===== src/rtl/alu_exec_unit.sv =====
// Execute-stage unit: registered result/zero/illegal with a one-cycle done pulse.
// Define ALU_MUL_EN to build the iterative shift-add multiplier and its stall path.
module alu_exec_unit #(
  parameter int unsigned WIDTH = 32
) (
  input  logic             clk,
  input  logic             reset,
  input  logic             start,
  input  logic [2:0]       alu_control,
  input  logic [WIDTH-1:0] src_a,
  input  logic [WIDTH-1:0] src_b,
  output logic [WIDTH-1:0] result,
  output logic             zero,
  output logic             done,
  output logic             illegal,
  output logic             busy,
  output logic             stall
);

  typedef enum logic [2:0] {
    OP_AND = 3'b000,
    OP_OR  = 3'b001,
    OP_ADD = 3'b010,
    OP_SUB = 3'b100,
    OP_MUL = 3'b101,
    OP_SLT = 3'b110
  } op_t;

  logic [WIDTH-1:0] single_res;
  logic             single_ill;
  logic             complete;
  logic [WIDTH-1:0] complete_res;
  logic             complete_ill;

  // Single-cycle datapath; MUL falls into the unused bucket here and is
  // intercepted by the FSM when the multiplier is built.
  always_comb begin
    single_res = '0;
    single_ill = 1'b0;
    case (alu_control)
      OP_AND:  single_res = src_a & src_b;
      OP_OR:   single_res = src_a | src_b;
      OP_ADD:  single_res = src_a + src_b;
      OP_SUB:  single_res = src_a - src_b;
      OP_SLT:  single_res = {{(WIDTH-1){1'b0}}, ($signed(src_a) < $signed(src_b))};
      default: single_ill = 1'b1;
    endcase
  end

`ifdef ALU_MUL_EN
  typedef enum logic {IDLE, MUL} state_t;

  localparam int unsigned   CW   = $clog2(WIDTH);
  localparam logic [CW-1:0] LAST = CW'(WIDTH - 1);

  state_t           state_q, state_d;
  logic [WIDTH-1:0] mcand, mplier, acc, acc_next;
  logic [CW-1:0]    count;
  logic             is_mul, mul_load, mul_last;

  assign is_mul   = (alu_control == OP_MUL);
  assign acc_next = mplier[0] ? acc + mcand : acc;
  assign mul_last = (count == LAST);

  always_comb begin
    state_d      = state_q;
    mul_load     = 1'b0;
    complete     = 1'b0;
    complete_res = single_res;
    complete_ill = single_ill;
    case (state_q)
      IDLE: begin
        if (start) begin
          if (is_mul) begin
            mul_load = 1'b1;
            state_d  = MUL;
          end else begin
            complete = 1'b1;
          end
        end
      end
      MUL: begin
        // The final add is folded into the write so the product lands at N+WIDTH.
        if (mul_last) begin
          complete     = 1'b1;
          complete_res = acc_next;
          complete_ill = 1'b0;
          state_d      = IDLE;
        end
      end
    endcase
  end

  always_ff @(posedge clk or posedge reset) begin
    if (reset) begin
      state_q <= IDLE;
      mcand   <= '0;
      mplier  <= '0;
      acc     <= '0;
      count   <= '0;
    end else begin
      state_q <= state_d;
      if (mul_load) begin
        mcand  <= src_a;
        mplier <= src_b;
        acc    <= '0;
        count  <= '0;
      end else if (state_q == MUL) begin
        acc    <= acc_next;
        mcand  <= mcand << 1;
        mplier <= mplier >> 1;
        count  <= count + 1'b1;
      end
    end
  end

  assign busy  = (state_q == MUL);
  assign stall = busy | (start & (state_q == IDLE) & is_mul);
`else
  assign complete     = start;
  assign complete_res = single_res;
  assign complete_ill = single_ill;
  assign busy         = 1'b0;
  assign stall        = 1'b0;
`endif

  always_ff @(posedge clk or posedge reset) begin
    if (reset) begin
      result  <= '0;
      zero    <= 1'b0;
      done    <= 1'b0;
      illegal <= 1'b0;
    end else begin
      done <= 1'b0;
      if (complete) begin
        result  <= complete_res;
        zero    <= (complete_res == '0);
        illegal <= complete_ill;
        done    <= 1'b1;
      end
    end
  end

endmodule


===== config.mk =====
export PLATFORM = sky130hd
export DESIGN_NAME = alu_exec_unit
export DESIGN_NICKNAME = d
export VERILOG_FILES = /design/src/rtl/alu_exec_unit.sv
export SDC_FILE = /design/constraint.sdc
export NUM_CORES = 1
export LEC_CHECK = 0
export BUFFER_PORTS_ARGS = -buffer_cell sky130_fd_sc_hd__buf_2
export CORE_AREA = 10 10 124 149
export CTS_BUF_LIST = sky130_fd_sc_hd__clkbuf_4
export DETAILED_ROUTE_END_ITERATION = 7
export DIE_AREA = 0 0 134 159
export GPL_ROUTABILITY_DRIVEN = 0
export GPL_TIMING_DRIVEN = 0
export PLACE_DENSITY = 0.68
export SETUP_SLACK_MARGIN = 0.3
export SYNTH_ARGS = -nofsm -noshare
export SYNTH_HDL_FRONTEND = slang
export SYNTH_SLANG_ARGS = --single-unit

===== constraint.sdc =====
create_clock -name clk -period 1.5 [get_ports clk]
set_clock_uncertainty 0.05 [all_clocks]
set_input_delay 0.075 -clock clk [delete_from_list [all_inputs] [get_ports clk]]
set_output_delay 0.075 -clock clk [all_outputs]
set_load 0.005 [all_outputs]

==> results of run 1 <==
## worst max path at each step
stage | start | slack, ns | cells after the start | end
finish | src_a[0] | -1.54 | 16 | zero
CTS | src_a[0] | -1.54 | 16 | zero
global route | src_a[0] | -1.66 | 16 | zero
detailed placement | src_a[0] | -2.40 | 15 | zero
floorplan | src_a[0] | -1.52 | 15 | zero
global placement | src_a[0] | -2.36 | 15 | zero
## tightest hold or removal path, delay by kind of cell
| kind | cells | cell delay (ns) |
|---|---|---|
| buffers and inverters | 1 | 0.17 |
| and+or+nand+nor | 1 | 0.13 |
| AOI/OAI and AO/OA | 1 | 0.10 |
## metrics by stage
stage / hold WS (ns) / TNS [ns] / area (µm²)
after floorplan: 0.0564 / -20.48 / 7370
after global placement: 0.268 / -40.13 / 8140
after detailed placement: 0.267 / -40.50 / 8140
after CTS: 0.0914 / -23.02 / 9050
after global routing: 0.137 / -27.05 / 9560
final: 0.135 / -24.91 / 9560
## where the power goes
group	internal (mW)	total (mW)	switching, mW
logic	1.56	3.67	2.11
registers	1.06	1.13	0.0756
clock network	0.199	0.534	0.334
total	2.81	5.33	2.52
## logic make-up (layout without fill, tap and decap cells)
group | Yosys count | count (layout) | share of synthesized area
xor+xnor | 4 | 4 | 0.00511
other cells | 1 | 2 | 0.000547
mux | 25 | 25 | 0.0372
buf+inv | 199 | 370 | 0.132
simple gates | 230 | 230 | 0.167
fa+ha+maj | 99 | 99 | 0.183
flops | 35 | 35 | 0.128
compound gates | 344 | 344 | 0.348
## sequential cells by signal, summed over array words and instances, names as in the netlist
name     flops
result      32
zero         1
done         1
illegal      1
## timing repair
action | 4_1_cts | 5_1_grt
setup endpoints to repair | 34 | 34
pin swaps | 57 | 37
hold endpoints to repair | 1 | 35
cloned | 0 | 1
gates resized for setup | 113 | 68
buffers inserted | 34 | 23
hold buffers | 1 | 1
## cell type report
type | count | area [µm²] | share of cell area
Clock buffer | 6 | 45.0 | 0.00471
Inverter | 143 | 581 | 0.0607
Clock inverter | 2 | 12.5 | 0.00131
Tap cell | 208 | 260 | 0.0272
Timing Repair Buffer | 163 | 1120 | 0.117
Multi-Input combinational cell | 704 | 6160 | 0.644
Buffer | 56 | 509 | 0.0533
Sequential cell | 35 | 876 | 0.0916
## routing by layer
metal,part of all wire,track usage,vias to the layer above
li1,-,-,3742
met1,0.37,0.265,3793
met2,0.50,0.418,455
met3,0.071,0.0240,137
met4,0.059,0.110,0
met5,0,0,-
## cell usage in the layout (no fill, tap or decap), types with 20 or more instances in the layout
cell type,n
inv_1,126
buf_2,98
ha_1,83
a21oi_1,73
nor2_1,71
nand2_1,58
buf_4,49
dfrtp_1,35
o21ai_0,32
a21oi_2,21
buf_6,20
o22ai_1,20
==> Implementation_results.wiki, run 1 <==
{| class="wikitable"
! Metric !! Value
|-
| Max-cap viol count || 0
|-
| Initial Util || 0.444
|-
| Pwr dens || 558 nW/µm²
|-
| CTS tree || built
|-
| Terminus of the critical flop-to-flop path || result[23]
|-
| Hold_sp || start
|-
| Util after Layout || 0.619
|-
| Result of the run || finished, violations left
|-
| Type of the tightest min-delay check || in -> reg
|-
| Finish-stage setup viols || 32
|-
| Worst slack at placement || -2.40 ns
|-
| Worst hold endpoint || result[25]
|-
| Gr ovfl total || 0
|-
| Slowest stage cell, crit path || or4_4
|-
| First-pass detailed-route iteration total || 5
|-
| Number of warnings printed during yosys synthesis || 0
|-
| Unrepaired setup endpoints after global routing || yes
|-
| Kind of cell adding the most delay to the critical path || simple AND/OR/NAND/NOR gates
|-
| Most used standard cell by instance count after synthesis || inv_1
|-
| Routed wirelength normalized by instance count || 20.5 µm
|-
| Number of sinks driven by the clock tree || 35
|-
| Final net count || 1277
|-
| Total wirelength of the detailed-routed design || between 20 and 30 mm
|-
| Cells on worst reg2reg path || 2
|-
| Count of final max-slew check failures || 0
|-
| Cell area after synthesis || 6860 µm²
|-
| Worst R2R Setup Slack || 0.57 ns
|-
| Worst slew margin || 0.499
|-
| DP Cell Count || 1249
|-
| Arrival time at the worst endpoint || 3.21 ns
|-
| Min Tclk post-route || 3.04 ns
|-
| Largest cells by area after synthesis || ha_1 (18%), dfrtp_1 (13%), inv_1 (7.7%), a21oi_1 (6.9%), nor2_1 (4.1%)
|-
| Slowest Stage Delay on Critical Path || 0.54 ns
|-
| CTS max path bufs || 2
|-
| Achievable clock frequency || roughly 330 MHz
|-
| Layout Cells excl Fill || 1317
|-
| Primary FF master, synth || dfrtp_1
|-
| Area inside the core boundary || roughly 15000 µm²
|-
| Peak fanout along the critical path || 4
|-
| Chip width || about 130 µm
|-
| Top cells by instance count after synthesis || inv_1 (141), ha_1 (97), a21oi_1 (95)
|-
| Vertical extent of the die || 159 µm
|-
| Post-layout worst setup margin || -1.54 ns
|-
| Vias in the first global route || 7892
|-
| Largest net degree at the start of global routing || 36
|-
| Post-Syn Instances || 937
|-
| Iteration-0 DRC Markers || 756
|-
| Overall power || 5.33 mW
|-
| Number of fill cells in the layout || between 1k and 1.5k
|-
| Root buffer cell || clkbuf_4
|-
| Largest vdd supply drop || 0.300 mV
|-
| IO Port Bufs || 103
|-
| Launch point of the worst reg-to-reg path || result[23]
|-
| Most Frequent Cell on Critical Path || inv_2
|-
| Critical Path End Type || register
|-
| Avg Synthesized Cell Area || 7.32 µm²
|-
| ANT nets after route || 0
|-
| Fraction of final layout cells with drive strength greater than 1 || 0.355
|-
| Post-synth top area share || 0.177
|-
| Worst slew pin tran || 0.743 ns
|-
| Count of different cell masters after synthesis || 87
|-
| Data required time of the critical path || 1.67 ns
|-
| Number of antenna violations at the first check in global routing || 0
|-
| First-pass GRT wire length || between 40 and 50 mm
|-
| Overall fraction of global-route tracks in use || 0.232
|-
| Failing checks || negative setup slack
|-
| Worst hold path depth || 3
|-
| CP bufs+invs || 4
|-
| Final period utilization || 2.03
|-
| Worst Path Class, Setup || in -> reg
|-
| Vias per inst || 6.17
|-
| Fraction of registers with async set or reset after synthesis || 1.00
|-
| Clock transition time at the flip-flop clock pins of the worst setup and hold paths || 0.10 ns
|-
| Vias post-DR || between 8k and 9k
|-
| Cell-by-cell trace of the critical path || buf_12, inv_12, ha_4, inv_2, fa_2, and2b_2, o211a_4, o2111ai_4, nor4b_4, nor4_2, or4_4, o32ai_4, inv_2, a211oi_2, nand4_1, o41ai_2
|-
| Synthesis-to-finish area growth || 39.4%
|-
| Final antenna diode count || 0
|-
| Final-report hold violation count || 0
|-
| Most area-hungry cell type in the Yosys netlist || ha_1
|-
| Later-pin clock latency in the skew report || 0.33 ns
|-
| P_leak || 4.33 nW
|-
| Total Die Area || 21300 µm²
|-
| Count of pins on the block boundary || about 110
|-
| Num rows || 50
|-
| Total half-perimeter wirelength after legalization and detailed placement || 20.3 mm
|-
| Total CTS buffers || 5
|-
| CP startpoint kind || input pin
|-
| H-tree depth || 2
|-
| Portion of the post-synthesis area used by sequential elements || 0.128
|-
| Number of flops mapped to enable cells by yosys || 0
|-
| Flop and latch count out of synthesis || 35
|-
| # DRC || 0
|}
(Power assumes the default switching activity.)
==> run 2: changes to the inputs <==
==> constraint.sdc (replaced) <==
create_clock -name clk -period 1.5 [get_ports clk]
set_clock_uncertainty 0.05 [all_clocks]
set_input_delay 0.15 -clock clk [delete_from_list [all_inputs] [get_ports clk]]
set_output_delay 0.15 -clock clk [all_outputs]
set_load 0.005 [all_outputs]
==> Implementation_results.wiki, run 2 (same netlist as run 1, synthesis figures left out) <==
{| class="wikitable"
! Metric !! Value
|-
| Fraction of final layout cells with drive strength greater than 1 || 0.349 (-0.00627)
|-
| First-pass GRT wire length || 41.2 mm (about the same)
|-
| Most frequent standard cell in the layout excluding fill and tap cells || inv_1
|-
| Final period utilization || 2.11 (+0.0853)
|-
| Peak fanout along the critical path || 4 (unchanged)
|-
| Routed wirelength normalized by instance count || 20.5 µm (-0.34%)
|-
| Largest net degree at the start of global routing || 36 (unchanged)
|-
| Final net count || 1274 (-0.23%)
|-
| Data required time of the critical path || 1.67 ns (about the same)
|-
| Number of sinks driven by the clock tree || 35 (unchanged)
|-
| Post-layout worst setup margin || -1.67 ns (-0.128 ns)
|-
| CTS max path bufs || 2 (unchanged)
|-
| Arrival time at the worst endpoint || 3.34 ns (+0.13 ns)
|-
| Overall power || 5.30 mW (-0.63%)
|-
| Iteration-0 DRC Markers || 929 (+23%)
|-
| Vias in the first global route || 7906 (+0.18%)
|-
| CTS tree || built
|-
| Finish-stage setup viols || 32 (unchanged)
|-
| Total half-perimeter wirelength after legalization and detailed placement || 20.3 mm (unchanged)
|-
| Register with the most flip-flops || result
|-
| Vias post-DR || 8182 (+0.68%)
|-
| H-tree depth || 2 (unchanged)
|-
| Worst slew pin tran || 0.759 ns (+0.0160 ns)
|-
| Placement-stage cell area || 8140 µm² (unchanged)
|-
| First-pass detailed-route iteration total || 6 (+1)
|-
| Total CTS buffers || 5 (unchanged)
|-
| Final-report hold violation count || 0 (unchanged)
|-
| Worst slew margin || 0.493 (-0.00514)
|-
| Type of the tightest min-delay check || in -> reg
|-
| # DRC || 0 (unchanged)
|-
| Total wirelength of the detailed-routed design || 26.9 mm (-0.49%)
|-
| Clock transition time at the flip-flop clock pins of the worst setup and hold paths || 0.11 ns (about the same)
|-
| Root buffer cell || clkbuf_4
|-
| Most used cells in the layout excluding fill and tap cells || inv_1 (126), buf_2 (98), ha_1 (83)
|-
| Count of final max-slew check failures || 0 (unchanged)
|-
| Failing checks || negative setup slack
|-
| Area inside the core boundary || 15500 µm² (unchanged)
|-
| Total Die Area || 21300 µm² (unchanged)
|-
| Num rows || 50 (unchanged)
|-
| Achievable clock frequency || 316 MHz (-4.0%)
|-
| Chip width || 134 µm (unchanged)
|-
| Util after Layout || 0.616 (-0.00283)
|-
| ANT nets after route || 0 (unchanged)
|-
| Max-cap viol count || 0 (unchanged)
|-
| Result of the run || finished, violations left
|-
| Largest vdd supply drop || 0.298 mV (-0.80%)
|-
| Unrepaired setup endpoints after global routing || yes
|-
| Max reg flops || 32 (unchanged)
|-
| Final non-filler cell area || 9520 µm² (-0.46%)
|-
| Count of pins on the block boundary || 107 (unchanged)
|-
| Worst R2R Setup Slack || 0.58 ns (about the same)
|-
| Number of antenna violations at the first check in global routing || 1 (+1)
|-
| Vertical extent of the die || 159 µm (unchanged)
|-
| Later-pin clock latency in the skew report || 0.33 ns (about the same)
|-
| Initial Util || 0.444 (unchanged)
|-
| Number of fill cells in the layout || 1399 (+1.0%)
|-
| CP startpoint kind || input pin
|-
| Pwr dens || 557 nW/µm² (-0.17%)
|-
| Min Tclk post-route || 3.17 ns (+0.128 ns)
|-
| Worst Path Class, Setup || in -> reg
|-
| Synthesis-to-finish area growth || 38.7%
|-
| IO Port Bufs || 103 (unchanged)
|-
| Critical Path End Type || register
|-
| Gr ovfl total || 0 (unchanged)
|-
| Post-route worst hold slack || 0.217 ns (+0.0820 ns)
|-
| Vias per inst || 6.22 (+0.83%)
|-
| P_leak || 4.30 nW (-0.56%)
|-
| Overall fraction of global-route tracks in use || 0.232 (+0.000390)
|}
-- run 2: path summary, 6_finish.rpt --
path,from,endpoint,cells after the start
worst max register to register,result[23],result[23],2
worst min register to register,illegal,illegal,1
worst max-delay path,src_a[0],zero,16
max in group asynchronous,reset,result[23],3
worst min-delay path,start,result[9],3
min in group asynchronous,reset,result[19],3
-- run 2: what timing repair did --
item | in CTS | in global routing
gates cloned | 1 | 0
pin swaps | 57 | 33
gates resized for setup | 118 | 59
hold buffers | 0 | 2
endpoints found under the setup margin | 34 | 34
buffers inserted | 34 | 20
endpoints found under the hold margin | 0 | 36
-- run 2: cell type report --
class | instances | area [µm²] | area share
Tap cell | 208 | 260 | 0.0274
Inverter | 143 | 578 | 0.0607
Multi-Input combinational cell | 704 | 6160 | 0.647
Antenna cell | 1 | 2.50 | 0.000263
Buffer | 56 | 519 | 0.0546
Clock inverter | 2 | 12.5 | 0.00131
Timing Repair Buffer | 160 | 1060 | 0.112
Sequential cell | 35 | 876 | 0.0920
Clock buffer | 6 | 45.0 | 0.00473
-- run 2: worst max-delay path, stage by stage --
cell,delay [ns]
buf_12,0.11
inv_12,0.04
ha_4,0.12
inv_2,0.04
fa_2,0.36
and2b_2,0.21
o211a_4,0.26
o2111ai_4,0.21
nor4b_4,0.43
nor4_2,0.07
or4_4,0.58
o32ai_4,0.16
inv_2,0.06
a211oi_2,0.14
nand4_1,0.14
o41ai_2,0.25
-- run 2: per-layer routing --
| metal | wire [µm] | global-route usage |
|---|---|---|
| met1 | 10100 | 0.267 |
| met2 | 13500 | 0.418 |
| met3 | 1880 | 0.0224 |
| met4 | 1440 | 0.112 |
| met5 | 0 | 0 |
-- run 2: power breakdown --
part / switching [mW] / total, mW / leakage (nW) / internal [mW]
combinational: 2.10 / 3.64 / 3.82 / 1.54
sequential: 0.0757 / 1.14 / 0.451 / 1.06
clock: 0.330 / 0.529 / 0.0317 / 0.199
total: 2.51 / 5.30 / 4.30 / 2.79
-- run 2: stage by stage --
stage          setup TNS, ns  worst slack [ns]  std cells
6_report              -27.73             -1.67       1315
5_1_grt               -29.67             -1.75       1314
4_1_cts               -25.34             -1.61       1292
3_5_place_dp          -43.05             -2.48       1249
3_3_place_gp          -42.68             -2.43       1249
2_1_floorplan         -22.81             -1.59        938
==> run 3: changes to the inputs <==
- ABC_AREA: default -> 1
- CORE_AREA: 10 10 124 149 -> 10 10 132 158
- DIE_AREA: 0 0 134 159 -> 0 0 142 168
- PLACE_DENSITY: 0.68 -> 0.67
==> Implementation_results.wiki, run 3 <==
{| class="wikitable"
! Metric !! Value
|-
| Result of the run || finished, violations left
|-
| Failing checks || negative setup slack
|-
| Util after Layout || 0.697 (+0.0811)
|-
| Avg Synthesized Cell Area || 5.28 µm² (-28%)
|-
| Unrepaired setup endpoints after global routing || yes
|-
| Terminus of the critical flop-to-flop path || result[23]
|-
| Total wirelength of the detailed-routed design || 33.0 mm (+23%)
|-
| Layout Cells excl Fill || 1929 (+47%)
|-
| H-tree depth || 2 (unchanged)
|-
| Achievable clock frequency || 488 MHz (+55%)
|-
| Post-synth top area share || 0.261 (+0.0838)
|-
| Final-report hold violation count || 0 (unchanged)
|-
| Portion of the post-synthesis area used by sequential elements || 0.111 (-0.0162)
|-
| # DRC || 0 (unchanged)
|-
| ANT nets after route || 0 (unchanged)
|-
| Initial Util || 0.441 (-0.00330)
|-
| Most used standard cell by instance count after synthesis || nand2_1
|-
| Vias in the first global route || 10.2k (+28%)
|-
| Num rows || 54 (+8.0%)
|-
| Primary FF master, synth || dfrtp_1
|-
| Worst hold path depth || 3 (unchanged)
|-
| Post-layout worst setup margin || -0.550 ns (+1.12 ns)
|-
| Most frequent standard cell in the layout excluding fill and tap cells || nand2_1
|-
| Fraction of final layout cells with drive strength greater than 1 || 0.448 (+0.0985)
|-
| CTS max path bufs || 2 (unchanged)
|-
| Data required time of the critical path || 1.74 ns (+0.07 ns)
|-
| Worst slew pin tran || 0.736 ns (-0.0230 ns)
|-
| Worst hold endpoint || illegal
|-
| Count of final max-slew check failures || 0 (unchanged)
|-
| Finish-stage setup viols || 27 (-16%)
|-
| Cell area after synthesis || 7860 µm² (+15%)
|-
| DP Cell Count || 1818 (+46%)
|-
| Overall fraction of global-route tracks in use || 0.259 (+0.0269)
|-
| Largest vdd supply drop || 0.237 mV (-20%)
|-
| First-pass detailed-route iteration total || 6 (unchanged)
|-
| Number of sinks driven by the clock tree || 35 (unchanged)
|-
| Min Tclk post-route || 2.05 ns (-1.12 ns)
|-
| Fraction of registers with async set or reset after synthesis || 1.00 (unchanged)
|-
| Critical Path End Type || register
|-
| Largest net degree at the start of global routing || 36 (unchanged)
|-
| Total CTS buffers || 5 (unchanged)
|-
| Sequential power share || 0.181 (-0.033)
|-
| Most area-hungry cell type in the Yosys netlist || nand2_1
|-
| Worst slew margin || 0.509 (+0.0154)
|-
| Worst R2R Setup Slack || 0.77 ns (+0.19 ns)
|-
| Max-cap viol count || 0 (unchanged)
|-
| Type of the tightest min-delay check || in -> reg
|-
| Vias post-DR || 10.4k (+27%)
|-
| Setup TNS Final || -6.57 ns (+21.16 ns)
|-
| Iteration-0 DRC Markers || 908 (-2.3%)
|-
| Largest cells by area after synthesis || nand2_1 (26%), ha_1 (15%), inv_1 (15%), dfrtp_1 (11%), nand3_1 (8.6%)
|-
| Number of antenna violations at the first check in global routing || 0 (-1)
|-
| Cells on worst reg2reg path || 2 (unchanged)
|-
| CP startpoint kind || input pin
|-
| Clock network power share || 0.075 (-0.025)
|-
| Post-Syn Instances || 1489 (+59%)
|-
| Vias per inst || 5.40 (-13%)
|-
| Number of warnings printed during yosys synthesis || 0 (unchanged)
|-
| Number of fill cells in the layout || 1477 (+5.6%)
|-
| Clock transition time at the flip-flop clock pins of the worst setup and hold paths || 0.10 ns (about the same)
|-
| Chip width || 142 µm (+6.0%)
|-
| CTS tree || built
|-
| Final period utilization || 1.37 (-0.745)
|-
| Routed wirelength normalized by instance count || 17.1 µm (-16%)
|-
| IO Port Bufs || 104 (+0.97%)
|-
| P_leak || 6.67 nW (+55%)
|-
| Flop and latch count out of synthesis || 35 (unchanged)
|-
| Switching fraction of total power || 0.503 (+0.0302)
|-
| Max reg flops || 32 (unchanged)
|-
| Worst Path Class, Setup || in -> reg
|-
| Final antenna diode count || 0 (-1)
|-
| Final net count || 1874 (+47%)
|-
| Post-route worst hold slack || 0.129 ns (-0.0872 ns)
|-
| Total Die Area || 23900 µm² (+12%)
|-
| Count of pins on the block boundary || 107 (unchanged)
|-
| Number of flops mapped to enable cells by yosys || 0 (unchanged)
|-
| Synthesis-to-finish area growth || 58.2%
|-
| Overall power || 6.18 mW (+16%)
|-
| Count of different cell masters after synthesis || 40 (-54%)
|-
| Top cells by instance count after synthesis || nand2_1 (546), inv_1 (316), nand3_1 (135)
|-
| Combinational power share || 0.744 (+0.058)
|-
| Register with the most flip-flops || result
|-
| Cell-internal power || 3.07 mW (+9.8%)
|-
| Switching component of the power || 3.11 mW (+24%)
|-
| Peak fanout along the critical path || 3 (-1)
|-
| Area inside the core boundary || 17800 µm² (+15%)
|-
| Most used cells in the layout excluding fill and tap cells || nand2_1 (367), inv_1 (209), nand2_2 (139)
|-
| Launch point of the worst reg-to-reg path || result[23]
|-
| Total half-perimeter wirelength after legalization and detailed placement || 24.9 mm (+23%)
|-
| Later-pin clock latency in the skew report || 0.34 ns (about the same)
|-
| Pwr dens || 497 nW/µm² (-11%)
|-
| Root buffer cell || clkbuf_4
|-
| Arrival time at the worst endpoint || 2.29 ns (-1.05 ns)
|-
| Hold_sp || alu_control[0]
|-
| Gr ovfl total || 0 (unchanged)
|-
| Vertical extent of the die || 168 µm (+5.7%)
|-
| First-pass GRT wire length || 50.7 mm (+23%)
|}
==> run 3: cell type report <==
type                            instances  area (µm²)  area share
Sequential cell                        35         876      0.0705
Inverter                              323        1350       0.108
Tap cell                              224         280      0.0225
Multi-Input combinational cell       1090        7750       0.623
Clock buffer                            5        37.5     0.00302
Timing Repair Buffer                  208        1660       0.134
Clock inverter                          2        8.76    0.000705
Buffer                                 42         470      0.0378
==> run 3: power groups by stage <==
stage | logic, mW | registers (mW) | clock network (mW)
after floorplan | 2.12 | 1.14 | 0
after global placement | 3.04 | 1.13 | 0
after detailed placement | 3.08 | 1.13 | 0
after CTS | 4.10 | 1.12 | 0.484
after global routing | 4.93 | 1.13 | 0.521
final | 4.59 | 1.12 | 0.465
==> run 3: logic make-up (layout without fill, tap and decap cells) <==
group                    after synthesis  count (layout)  share of synthesized area
AO/OA/AOI/OAI                        115             115                     0.0818
adder cells (fa/ha/maj)               99              99                      0.160
buffers and inverters                365             580                      0.184
flip-flops                            35              35                      0.111
other                                  1               2                   0.000477
AND/OR/NAND/NOR                      874             874                      0.463
==> run 3: layer usage <==
metal	global-route usage	vias to the layer above	routed length, µm
li1	-	4971	-
met1	0.290	4761	12300
met2	0.441	518	15800
met3	0.0501	164	2570
met4	0.158	0	2310
met5	0	-	0
==> run 3: repair_timing <==
action / in CTS / in global routing
setup endpoints to repair: 33 / 33
pin swaps: 159 / 99
gates cloned: 2 / 0
endpoints found under the hold margin: 1 / 35
buffers inserted: 72 / 28
hold buffers: 1 / 1
resized for setup: 472 / 152
==> run 3: worst max-delay path, stage by stage <==
cell and delay, ns:
buf_12 0.11, inv_12 0.04, ha_4 0.12, inv_4 0.03
fa_2 0.34, nand2_2 0.10, nand2_4 0.07, and2_4 0.17
nand2_4 0.07, nand3_4 0.12, nand2_2 0.11, nand3_2 0.07
nand3_2 0.09, nand2_2 0.07, nor2_4 0.17, nand2_1 0.07
nor2_1 0.11, nand2_1 0.06, nor2_1 0.09, nand2_1 0.05
nand2_1 0.05
==> run 3: worst max-delay path by stage <==
stage	startpoint	end	cells past startpoint
2_1_floorplan	src_a[0]	zero	20
3_3_place_gp	src_a[0]	zero	19
3_5_place_dp	src_a[0]	zero	21
4_1_cts	src_b[1]	zero	18
5_1_grt	src_a[4]	zero	19
6_report	src_a[0]	zero	21
==> run 3: per-stage QoR <==
step                area (µm²)  setup slack [ns]
floorplan                 8540            -0.459
global placement          9340             -1.15
detailed placement        9340             -1.17
CTS                      11700            -0.484
global route             12400            -0.666
finish                   12400            -0.550
